### src/rtl/exmem_fork_if.sv
// One hop of the 128-bit memory bus. The request goes from initiator to target.
// The response code, read data and bus exception come back from target to initiator.
interface exmem_fork_if;
    logic [127:0] out_data;
    logic [47:0]  addr_a;
    logic [47:0]  addr_b;
    logic [4:0]   opm;
    logic [127:0] in_data;
    logic [1:0]   ok;
    logic [63:0]  bus_exc;

    modport master (
        output out_data, addr_a, addr_b, opm,
        input  in_data, ok, bus_exc
    );

    modport slave (
        input  out_data, addr_a, addr_b, opm,
        output in_data, ok, bus_exc
    );
endinterface

### src/rtl/exmem_fork.sv
// Routes one upstream memory request to target 1 or 2 by AddrA decode; steers OK/data/exceptions back.
// 2 cycles each way (input reg + output reg); HOLD from target is forwarded upstream, hung target -> FAULT.
module exmem_fork #(
    parameter logic [47:0] T2_BASE = 48'hF000_0000_0000,
    parameter logic [47:0] T2_MASK = 48'hF000_0000_0000,
    parameter logic [7:0]  TIMEOUT = 8'd255
) (
    input  logic         clock,
    input  logic         reset,
    exmem_fork_if.slave  mem,
    exmem_fork_if.master mem1,
    exmem_fork_if.master mem2
);
    localparam logic [1:0] OK_READY  = 2'b00;
    localparam logic [1:0] OK_HOLD   = 2'b10;
    localparam logic [1:0] OK_FAULT  = 2'b11;
    localparam logic [4:0] OPM_READY = 5'h00;

    typedef enum logic [1:0] {IDLE, FWD1, FWD2, TOUT} state_t;

    state_t state, state_nxt;

    logic [127:0] up_out_data;
    logic [47:0]  up_addr_a, up_addr_b;
    logic [4:0]   up_opm;
    logic [127:0] t1_in_data, t2_in_data;
    logic [1:0]   t1_ok, t2_ok;
    logic [63:0]  t1_exc, t2_exc;

    logic [7:0]   cnt;
    logic [47:0]  addr_lat;
    logic         pend_vld, pend_vld_nxt;
    logic [63:0]  pend_dat, pend_dat_nxt;
    logic [63:0]  exc_nxt;

    logic         dec_t2, fwd, tout_hit, take2;
    logic [1:0]   tgt_ok;

    always_ff @(posedge clock) begin
        if (!reset) begin
            up_out_data <= '0;
            up_addr_a   <= '0;
            up_addr_b   <= '0;
            up_opm      <= '0;
            t1_in_data  <= '0;
            t2_in_data  <= '0;
            t1_ok       <= '0;
            t2_ok       <= '0;
            t1_exc      <= '0;
            t2_exc      <= '0;
        end else begin
            up_out_data <= mem.out_data;
            up_addr_a   <= mem.addr_a;
            up_addr_b   <= mem.addr_b;
            up_opm      <= mem.opm;
            t1_in_data  <= mem1.in_data;
            t2_in_data  <= mem2.in_data;
            t1_ok       <= mem1.ok;
            t2_ok       <= mem2.ok;
            t1_exc      <= mem1.bus_exc;
            t2_exc      <= mem2.bus_exc;
        end
    end

    assign dec_t2   = (up_addr_a & T2_MASK) == T2_BASE;
    assign fwd      = (state == FWD1) || (state == FWD2);
    assign tgt_ok   = (state == FWD2) ? t2_ok : t1_ok;
    assign tout_hit = fwd && (cnt == TIMEOUT);
    assign take2    = t2_exc[15] && !pend_vld;

    always_comb begin
        state_nxt = state;
        unique case (state)
            IDLE: if (up_opm != OPM_READY) state_nxt = dec_t2 ? FWD2 : FWD1;
            FWD1, FWD2: begin
                if (cnt == TIMEOUT)
                    state_nxt = TOUT;
                else if (up_opm == OPM_READY && tgt_ok == OK_READY)
                    state_nxt = IDLE;
            end
            TOUT: if (up_opm == OPM_READY) state_nxt = IDLE;
            default: state_nxt = IDLE;
        endcase
    end

    function automatic logic [63:0] retag(input logic [63:0] e, input logic [3:0] tag);
        retag = {e[63:12], tag, e[7:0]};
    endfunction

    // Priority: timeout > target 1 > pending target 2 > fresh target 2.
    always_comb begin
        exc_nxt      = '0;
        pend_vld_nxt = pend_vld;
        pend_dat_nxt = pend_dat;
        if (tout_hit || t1_exc[15]) begin
            exc_nxt = tout_hit ? {addr_lat, 16'h8E00} : retag(t1_exc, 4'd1);
            if (take2) begin
                pend_vld_nxt = 1'b1;
                pend_dat_nxt = retag(t2_exc, 4'd2);
            end
        end else if (pend_vld) begin
            exc_nxt      = pend_dat;
            pend_vld_nxt = t2_exc[15];
            pend_dat_nxt = retag(t2_exc, 4'd2);
        end else if (t2_exc[15]) begin
            exc_nxt = retag(t2_exc, 4'd2);
        end
    end

    always_ff @(posedge clock) begin
        if (!reset) begin
            state    <= IDLE;
            cnt      <= '0;
            addr_lat <= '0;
            pend_vld <= 1'b0;
            pend_dat <= '0;
        end else begin
            state    <= state_nxt;
            pend_vld <= pend_vld_nxt;
            pend_dat <= pend_dat_nxt;
            if (state == IDLE && up_opm != OPM_READY)
                addr_lat <= up_addr_a;
            if (fwd && tgt_ok == OK_HOLD) begin
                if (cnt != 8'hFF)
                    cnt <= cnt + 8'd1;
            end else begin
                cnt <= '0;
            end
        end
    end

    // Outputs follow the next state so routing and FAULT take effect on the transition edge.
    always_ff @(posedge clock) begin
        if (!reset) begin
            mem.ok        <= OK_READY;
            mem.in_data   <= '0;
            mem.bus_exc   <= '0;
            mem1.opm      <= '0;
            mem1.out_data <= '0;
            mem1.addr_a   <= '0;
            mem1.addr_b   <= '0;
            mem2.opm      <= '0;
            mem2.out_data <= '0;
            mem2.addr_a   <= '0;
            mem2.addr_b   <= '0;
        end else begin
            mem.bus_exc   <= exc_nxt;
            mem.ok        <= OK_READY;
            mem.in_data   <= '0;
            mem1.opm      <= '0;
            mem1.out_data <= '0;
            mem1.addr_a   <= '0;
            mem1.addr_b   <= '0;
            mem2.opm      <= '0;
            mem2.out_data <= '0;
            mem2.addr_a   <= '0;
            mem2.addr_b   <= '0;
            unique case (state_nxt)
                FWD1: begin
                    mem1.opm      <= up_opm;
                    mem1.out_data <= up_out_data;
                    mem1.addr_a   <= up_addr_a;
                    mem1.addr_b   <= up_addr_b;
                    mem.ok        <= t1_ok;
                    mem.in_data   <= t1_in_data;
                end
                FWD2: begin
                    mem2.opm      <= up_opm;
                    mem2.out_data <= up_out_data;
                    mem2.addr_a   <= up_addr_a;
                    mem2.addr_b   <= up_addr_b;
                    mem.ok        <= t2_ok;
                    mem.in_data   <= t2_in_data;
                end
                TOUT:    mem.ok <= OK_FAULT;
                default: mem.ok <= OK_READY;
            endcase
        end
    end
endmodule
### src/flat_wrapper.sv
// flat-port wrapper written by rule: the top's interface ports become plain ports
module exmem_fork_flat 
#(
    parameter logic [47:0] T2_BASE = 48'hF000_0000_0000,
    parameter logic [47:0] T2_MASK = 48'hF000_0000_0000,
    parameter logic [7:0]  TIMEOUT = 8'd255
)
  (clock, reset, mem_out_data, mem_addr_a, mem_addr_b, mem_opm, mem_in_data, mem_ok, mem_bus_exc, mem1_out_data, mem1_addr_a, mem1_addr_b, mem1_opm, mem1_in_data, mem1_ok, mem1_bus_exc, mem2_out_data, mem2_addr_a, mem2_addr_b, mem2_opm, mem2_in_data, mem2_ok, mem2_bus_exc);
  exmem_fork_if mem_i ();
  exmem_fork_if mem1_i ();
  exmem_fork_if mem2_i ();
  input  logic clock;
  input  logic reset;
  input wire logic [$bits(mem_i.out_data)-1:0] mem_out_data;
  input wire logic [$bits(mem_i.addr_a)-1:0] mem_addr_a;
  input wire logic [$bits(mem_i.addr_b)-1:0] mem_addr_b;
  input wire logic [$bits(mem_i.opm)-1:0] mem_opm;
  output wire logic [$bits(mem_i.in_data)-1:0] mem_in_data;
  output wire logic [$bits(mem_i.ok)-1:0] mem_ok;
  output wire logic [$bits(mem_i.bus_exc)-1:0] mem_bus_exc;
  output wire logic [$bits(mem1_i.out_data)-1:0] mem1_out_data;
  output wire logic [$bits(mem1_i.addr_a)-1:0] mem1_addr_a;
  output wire logic [$bits(mem1_i.addr_b)-1:0] mem1_addr_b;
  output wire logic [$bits(mem1_i.opm)-1:0] mem1_opm;
  input wire logic [$bits(mem1_i.in_data)-1:0] mem1_in_data;
  input wire logic [$bits(mem1_i.ok)-1:0] mem1_ok;
  input wire logic [$bits(mem1_i.bus_exc)-1:0] mem1_bus_exc;
  output wire logic [$bits(mem2_i.out_data)-1:0] mem2_out_data;
  output wire logic [$bits(mem2_i.addr_a)-1:0] mem2_addr_a;
  output wire logic [$bits(mem2_i.addr_b)-1:0] mem2_addr_b;
  output wire logic [$bits(mem2_i.opm)-1:0] mem2_opm;
  input wire logic [$bits(mem2_i.in_data)-1:0] mem2_in_data;
  input wire logic [$bits(mem2_i.ok)-1:0] mem2_ok;
  input wire logic [$bits(mem2_i.bus_exc)-1:0] mem2_bus_exc;
  assign mem_i.out_data = mem_out_data;
  assign mem_i.addr_a = mem_addr_a;
  assign mem_i.addr_b = mem_addr_b;
  assign mem_i.opm = mem_opm;
  assign mem_in_data = mem_i.in_data;
  assign mem_ok = mem_i.ok;
  assign mem_bus_exc = mem_i.bus_exc;
  assign mem1_out_data = mem1_i.out_data;
  assign mem1_addr_a = mem1_i.addr_a;
  assign mem1_addr_b = mem1_i.addr_b;
  assign mem1_opm = mem1_i.opm;
  assign mem1_i.in_data = mem1_in_data;
  assign mem1_i.ok = mem1_ok;
  assign mem1_i.bus_exc = mem1_bus_exc;
  assign mem2_out_data = mem2_i.out_data;
  assign mem2_addr_a = mem2_i.addr_a;
  assign mem2_addr_b = mem2_i.addr_b;
  assign mem2_opm = mem2_i.opm;
  assign mem2_i.in_data = mem2_in_data;
  assign mem2_i.ok = mem2_ok;
  assign mem2_i.bus_exc = mem2_bus_exc;
  exmem_fork #(.T2_BASE(T2_BASE), .T2_MASK(T2_MASK), .TIMEOUT(TIMEOUT)) u_core (.clock(clock), .reset(reset), .mem(mem_i), .mem1(mem1_i), .mem2(mem2_i));
endmodule
### config.mk
export PLATFORM = sky130hd
export DESIGN_NAME = exmem_fork_flat
export DESIGN_NICKNAME = d
export VERILOG_FILES = /design/src/rtl/exmem_fork_if.sv /design/src/rtl/exmem_fork.sv /design/src/flat_wrapper.sv
export SDC_FILE = /design/constraint.sdc
export NUM_CORES = 2
export LEC_CHECK = 0
export ABC_AREA = 1
export CORE_AREA = 5 5 493 495
export CTS_CLUSTER_SIZE = 28
export DETAILED_ROUTE_END_ITERATION = 10
export DIE_AREA = 0 0 498 500
export GPL_ROUTABILITY_DRIVEN = 0
export HOLD_SLACK_MARGIN = 0.05
export PLACE_DENSITY = 0.33
export SLEW_MARGIN = 5
export SYNTH_ARGS = -nofsm -noshare
export SYNTH_HDL_FRONTEND = slang
export SYNTH_SLANG_ARGS = --single-unit
### constraint.sdc
create_clock -name clock -period 2.8 [get_ports clock]
set_input_delay 0.56 -clock clock [delete_from_list [all_inputs] [get_ports clock]]
set_output_delay 0.56 -clock clock [all_outputs]
set_load 0.01 [all_outputs]
# After elaboration in Yosys (flattened, before gate mapping)
# Cells that the tools add are included.
# word_totals
ff_bits,1392
in_bits,619
output_inout_bits,652
word_cells,75
# op_classes
add_sub_neg,1
n_eq_ne,11
mux,19
n_reduce_logical,18
# ops
operator,n
$mux W64,7
$pmux W128 S2,1
$mux W2,6
$pmux W2 S3,2
$eq A2 B2 Y1 const B,5
$add A8 B1 Y8 const B,1
$eq A8 B8 Y1 const B,1
$ne A8 B8 Y1 const B,1
$reduce_and A2 Y1,4
$logic_and A1 B1 Y1,5
$logic_not A5 Y1,1
$reduce_bool A5 Y1,1
$eq A2 B1 Y1 const B,2
$eq A4 B4 Y1 const B,1
$logic_not A2 Y1,2
$mux W1,3
$logic_or A1 B1 Y1,2
$ne A2 B1 Y1 const B,1
$reduce_bool A2 Y1,1
$reduce_or A2 Y1,1
$logic_not A1 Y1,1

# Logic depth before layout (Yosys ltp)
# depth
depth_word,9
ltp_mapped,19
mapped_depth_nobuf,17

# Worst setup path after synthesis
# Ideal clock, no wire load.
# synth_path
path_kind,reg-to-reg
from,register u_core.state[0]
to,register u_core.mem2.out_data[117]
setup_ps,126
arrival_time_ps,2438
t_required_ps,2674
setup_slack_ps,236
stages_incl_launch_ff,16
n_path_buf,3
synth_period_minus_slack_ps,2564
path_cell_list,dfxtp_1 -> inv_1 -> ha_1 -> or2_2 -> nand2_1 -> nand2_1 -> nand2_1 -> nand2_1 -> nand2_1 -> inv_1 -> ha_1 -> clkbuf_1 -> nand2_1 -> clkbuf_1 -> clkbuf_1 -> nor2_1
# synth_between
elab_chain_len,9
elab_cells_between_ends,15
classes_between,4 x eq/ne; 6 x mux; 5 x reduce/logical
# synth_lines
element,line,source
"start, declared",exmem_fork.sv:21,"state_t state, state_nxt;"
"start signal, assigned",exmem_fork.sv:118,state <= state_nxt;
$eq A2 B2 Y1,"exmem_fork.sv:67, exmem_fork.sv:73",
$mux W2,exmem_fork.sv:67,assign tgt_ok = (state == FWD2) ? t2_ok : t1_ok;
$logic_not A2 Y1,exmem_fork.sv:78,else if (up_opm == OPM_READY && tgt_ok == OK_READY)
$logic_and A1 B1 Y1,exmem_fork.sv:78,
$mux W2,exmem_fork.sv:78,
$mux W2,exmem_fork.sv:76,if (cnt == TIMEOUT)
$pmux W2 S3 *,exmem_fork.sv:73,unique case (state)
named net u_core.state_nxt[1],exmem_fork.sv:21,
$eq A2 B2 Y1 *,exmem_fork.sv:158,unique case (state_nxt)
$reduce_and A2 Y1 (no line) *,n/a,
"end, declared",exmem_fork_if.sv:13,"output out_data, addr_a, addr_b, opm,"
# The timed path passes the listed nets; every way through them passes the cells marked *.
# A chain may end at the register's enable or synchronous reset.

# Worst setup path after layout
# layout_path
from,register u_core.mem2.out_data[75]
to,output mem2_out_data[75]
# layout_rtl
element,line,source
"end, declared",flat_wrapper.sv:28,output wire logic [$bits(mem2_i.out_data)-1:0] mem2_out_data;
# No word-level cell between the ends.

==> flow_metrics.tcl <==
set metrics [dict create \
    overflow 0 \
    synth.area.mux_share 0 \
    p_per_area_nw_per_um2 827.1 \
    seq_area_frac_synth 0.6635 \
    grt_first_pass_wirelength_um 275100 \
    finalClockSkew_ns 0.04280 \
    antenna_found_initial 128 \
    drive_gt1_frac 0.06242 \
    start_util 0.1754 \
    cp_cell_sequence "clkdlybuf4s50_1" \
    finalSetupViolCount 0 \
    clk_latency_ns 0.80 \
    synth.avg_cell_area_um2 8.527 \
    synth_fa_ha_area_frac 0.002705 \
    cp_max_fo 1 \
    power_mw 53.28 \
    p_leak_nw 29.08 \
    grt_use_total 0.1560 \
    grt_pass1_vias 35200 \
    layout.nets 6813 \
    grt_max_degree 78 \
    crit_family "buffers and inverters" \
    syn2layout_area_growth_pct 54.73 \
    dpl.hpwl_um 156800 \
    pin_count 1271 \
    crit_path_end_kind "output pin" \
    multiInputGateArea_um2 9527 \
    synth_cell_type_count 26 \
    synth_nets 5511 \
    ff2ff_path_depth 13 \
    hold_path_depth 3 \
    wl_per_cell_um 21.10 \
    outcome "complete, no violations" \
    synth_top_family_by_area "simple AND/OR/NAND/NOR gates" \
    ant_nets 0 \
    crit_type "flip-flop to output pin" \
    tightest_slew_ns 0.8780 \
    postCtsSetupRepairBufs 0 \
    drt_iter0_markers 1389 \
    fill_cells 25840 \
    regArea_um2 27630 \
    syn_inst 4883 \
    peakVddDrop_mv 0.4477 \
    yosys.area_share.simple 0.1739 \
    r2r_start "u_core.state[1]$_SDFF_PN0_" \
    routed_wl_um 200300 \
    fin_crit_sh 0.9314 \
    tns_ns 0 \
    fin_util 0.2714 \
    hold_viol_final 0 \
    startpoint "u_core.mem2.out_data[75]$_SDFF_PN0_" \
    portBuffers 1262 \
    die_w_um 498 \
    dr.pass1.iters 5 \
    start_kind "flip-flop" \
    cts_sinks 1380 \
    drc 0 \
    worst_path_max_delay_cell "clkdlybuf4s50_1" \
    h-tree-depth 4 \
    drv_slew 0 \
    slew_headroom 0.4147 \
    min_period_ns 2.608 \
    numCtsBuffers 167 \
    synth_xor_area_frac 0.0004207 \
    hold_path_class "primary input to flip-flop" \
    critical_path.max_stage_delay_ns 0.64 \
    synth-seq-cells 1380 \
    core_area_um2 237400 \
    hold_path_end "u_core.t1_in_data[59]$_SDFF_PN0_" \
    fp.dieH_um 500 \
    setup_slack_ns 0.1922 \
    path_clk_slew_ns 0.06 \
    r2r-end "u_core.mem.in_data[65]$_SDFF_PN0_" \
    tritoncts "built" \
    die_area_um2 249000 \
    cp.required_ns 2.24 \
    rsz0062_at_grt "no" \
    hold_start "mem1_in_data[59]" \
    maxCapViolations 0 \
    via_count 34130 \
    syn-cell-area_um2 41640 \
    placementRows 179 \
    fmax_ghz 0.3835 \
    root_buffer "clkbuf_16" \
    crit_arrival_ns 2.05 \
    ff2ff_setup_slack_ns 0.25 \
    pre_cts_ws_ns 0.1834 \
    vias_per_cell 3.595 \
    yosysWarnings 0 \
    clk_path_buf_depth 3 \
    path_buf_inv 1 \
    synth_compound_area_frac 0.05031 \
]
-- routing by layer --
| metal | GRT usage | part of all wire |
|---|---|---|
| met1 | 0.1579 | 0.36 |
| met2 | 0.2917 | 0.52 |
| met3 | 0.07033 | 0.094 |
| met4 | 0.03649 | 0.021 |
| met5 | 0 | 0.0045 |
-- area by class of cell --
class / count / share of cell area
clock buffer: 258 / 0.07751
clock inverter: 38 / 0.009905
sequential: 1380 / 0.4289
multi-input combinational: 2324 / 0.1479
timing repair buffer: 1385 / 0.2197
inverter: 927 / 0.05401
antenna: 17 / 0.0006603
tap: 3167 / 0.06151
-- metrics by stage --
step	cell area (um^2)	std cells	hold slack, ns
finish	64420	9496	0.2792
global route	64390	9483	0.2081
CTS	64380	9479	0.1537
detailed placement	58740	9182	0.4231
global placement	58740	9182	0.4186
floorplan	41640	4883	0.4164
-- logic make-up after synthesis --
| kind of cell | after synthesis |
|---|---|
| flops | 1380 |
| buf+inv | 1179 |
| xor+xnor | 2 |
| compound gates | 417 |
| simple gates | 1896 |
| fa+ha+maj | 9 |
-- sequential cells by signal (all words and copies together), names as in the netlist, 60 cells and up --
signal / cells
u_core.t1_exc: 60
u_core.mem.in_data: 128
u_core.t2_exc: 60
u_core.pend_dat: 61
u_core.up_out_data: 128
u_core.t2_in_data: 128
u_core.t1_in_data: 128
u_core.mem2.out_data: 128
u_core.mem.bus_exc: 63
u_core.mem1.out_data: 128
-- timing repair --
| action | CTS | global route |
|---|---|---|
| hold buffers | 1 | 0 |
| gates resized for setup | 0 | 0 |
| hold endpoints to repair | 3 | 0 |
-- how the worst max path moves through the flow --
| stage | end | slack (ns) | cells past startpoint |
|---|---|---|---|
| global route | u_core.mem.in_data[65]$_SDFF_PN0_ | 0.06 | 13 |
| CTS | mem2_out_data[75] | 0.04 | 1 |
| global placement | u_core.mem1.addr_a[10]$_SDFF_PN0_ | 0.18 | 14 |
| detailed placement | u_core.mem1.addr_a[10]$_SDFF_PN0_ | 0.18 | 14 |
| floorplan | u_core.mem2.out_data[117]$_SDFF_PN0_ | 0.24 | 15 |
| finish | mem2_out_data[75] | 0.19 | 1 |
-- cell usage after synthesis --
cell	instances	share of area
a21oi_1	243	0.029
a31oi_1	2	0.00030
buf_1	13	0.0012
buf_2	77	0.0093
buf_4	2	0.00036
buf_6	2	0.00054
clkbuf_1	157	0.014
clkbuf_2	1	0.00012
dfxtp_1	1380	0.66
ha_1	9	0.0027
inv_1	924	0.083
inv_2	3	0.00027
nand2_1	1167	0.11
nand2_2	2	0.00030
nand3_1	66	0.0079
nand3_2	2	0.00048
nand4_1	4	0.00060
nor2_1	649	0.059
nor2_2	1	0.00015
nor3_1	2	0.00024
o211ai_1	2	0.00036
o21ai_0	167	0.020
o21ai_1	3	0.00036
or2_2	3	0.00045
xnor2_1	1	0.00021
xor2_1	1	0.00021
-- placed cells by master (no fill, tap or decap), types with 4 or more instances in the layout --
| cell | count |
|---|---|
| dfxtp_1 | 1378 |
| clkdlybuf4s50_1 | 1261 |
| nand2_1 | 1163 |
| inv_1 | 923 |
| nor2_1 | 649 |
| a21oi_1 | 243 |
| clkbuf_16 | 169 |
| o21ai_0 | 167 |
| buf_4 | 75 |
| nand3_1 | 65 |
| buf_12 | 47 |
| clkbuf_1 | 46 |
| clkbuf_8 | 43 |
| diode_2 | 17 |
| clkinv_2 | 11 |
| bufinv_16 | 8 |
| ha_1 | 6 |
| clkinv_8 | 5 |
| clkinv_16 | 5 |
| nand4_1 | 4 |
| nand2_2 | 4 |
-- where the power goes --
group / leakage [nW] / switching, mW / internal [mW]
clock network: 2.75 / 9.01 / 13.1
registers: 11.3 / 0.631 / 21.2
logic: 15.0 / 5.36 / 3.99
total: 29.1 / 15.0 / 38.3
Power figures use the tool's default switching activity.
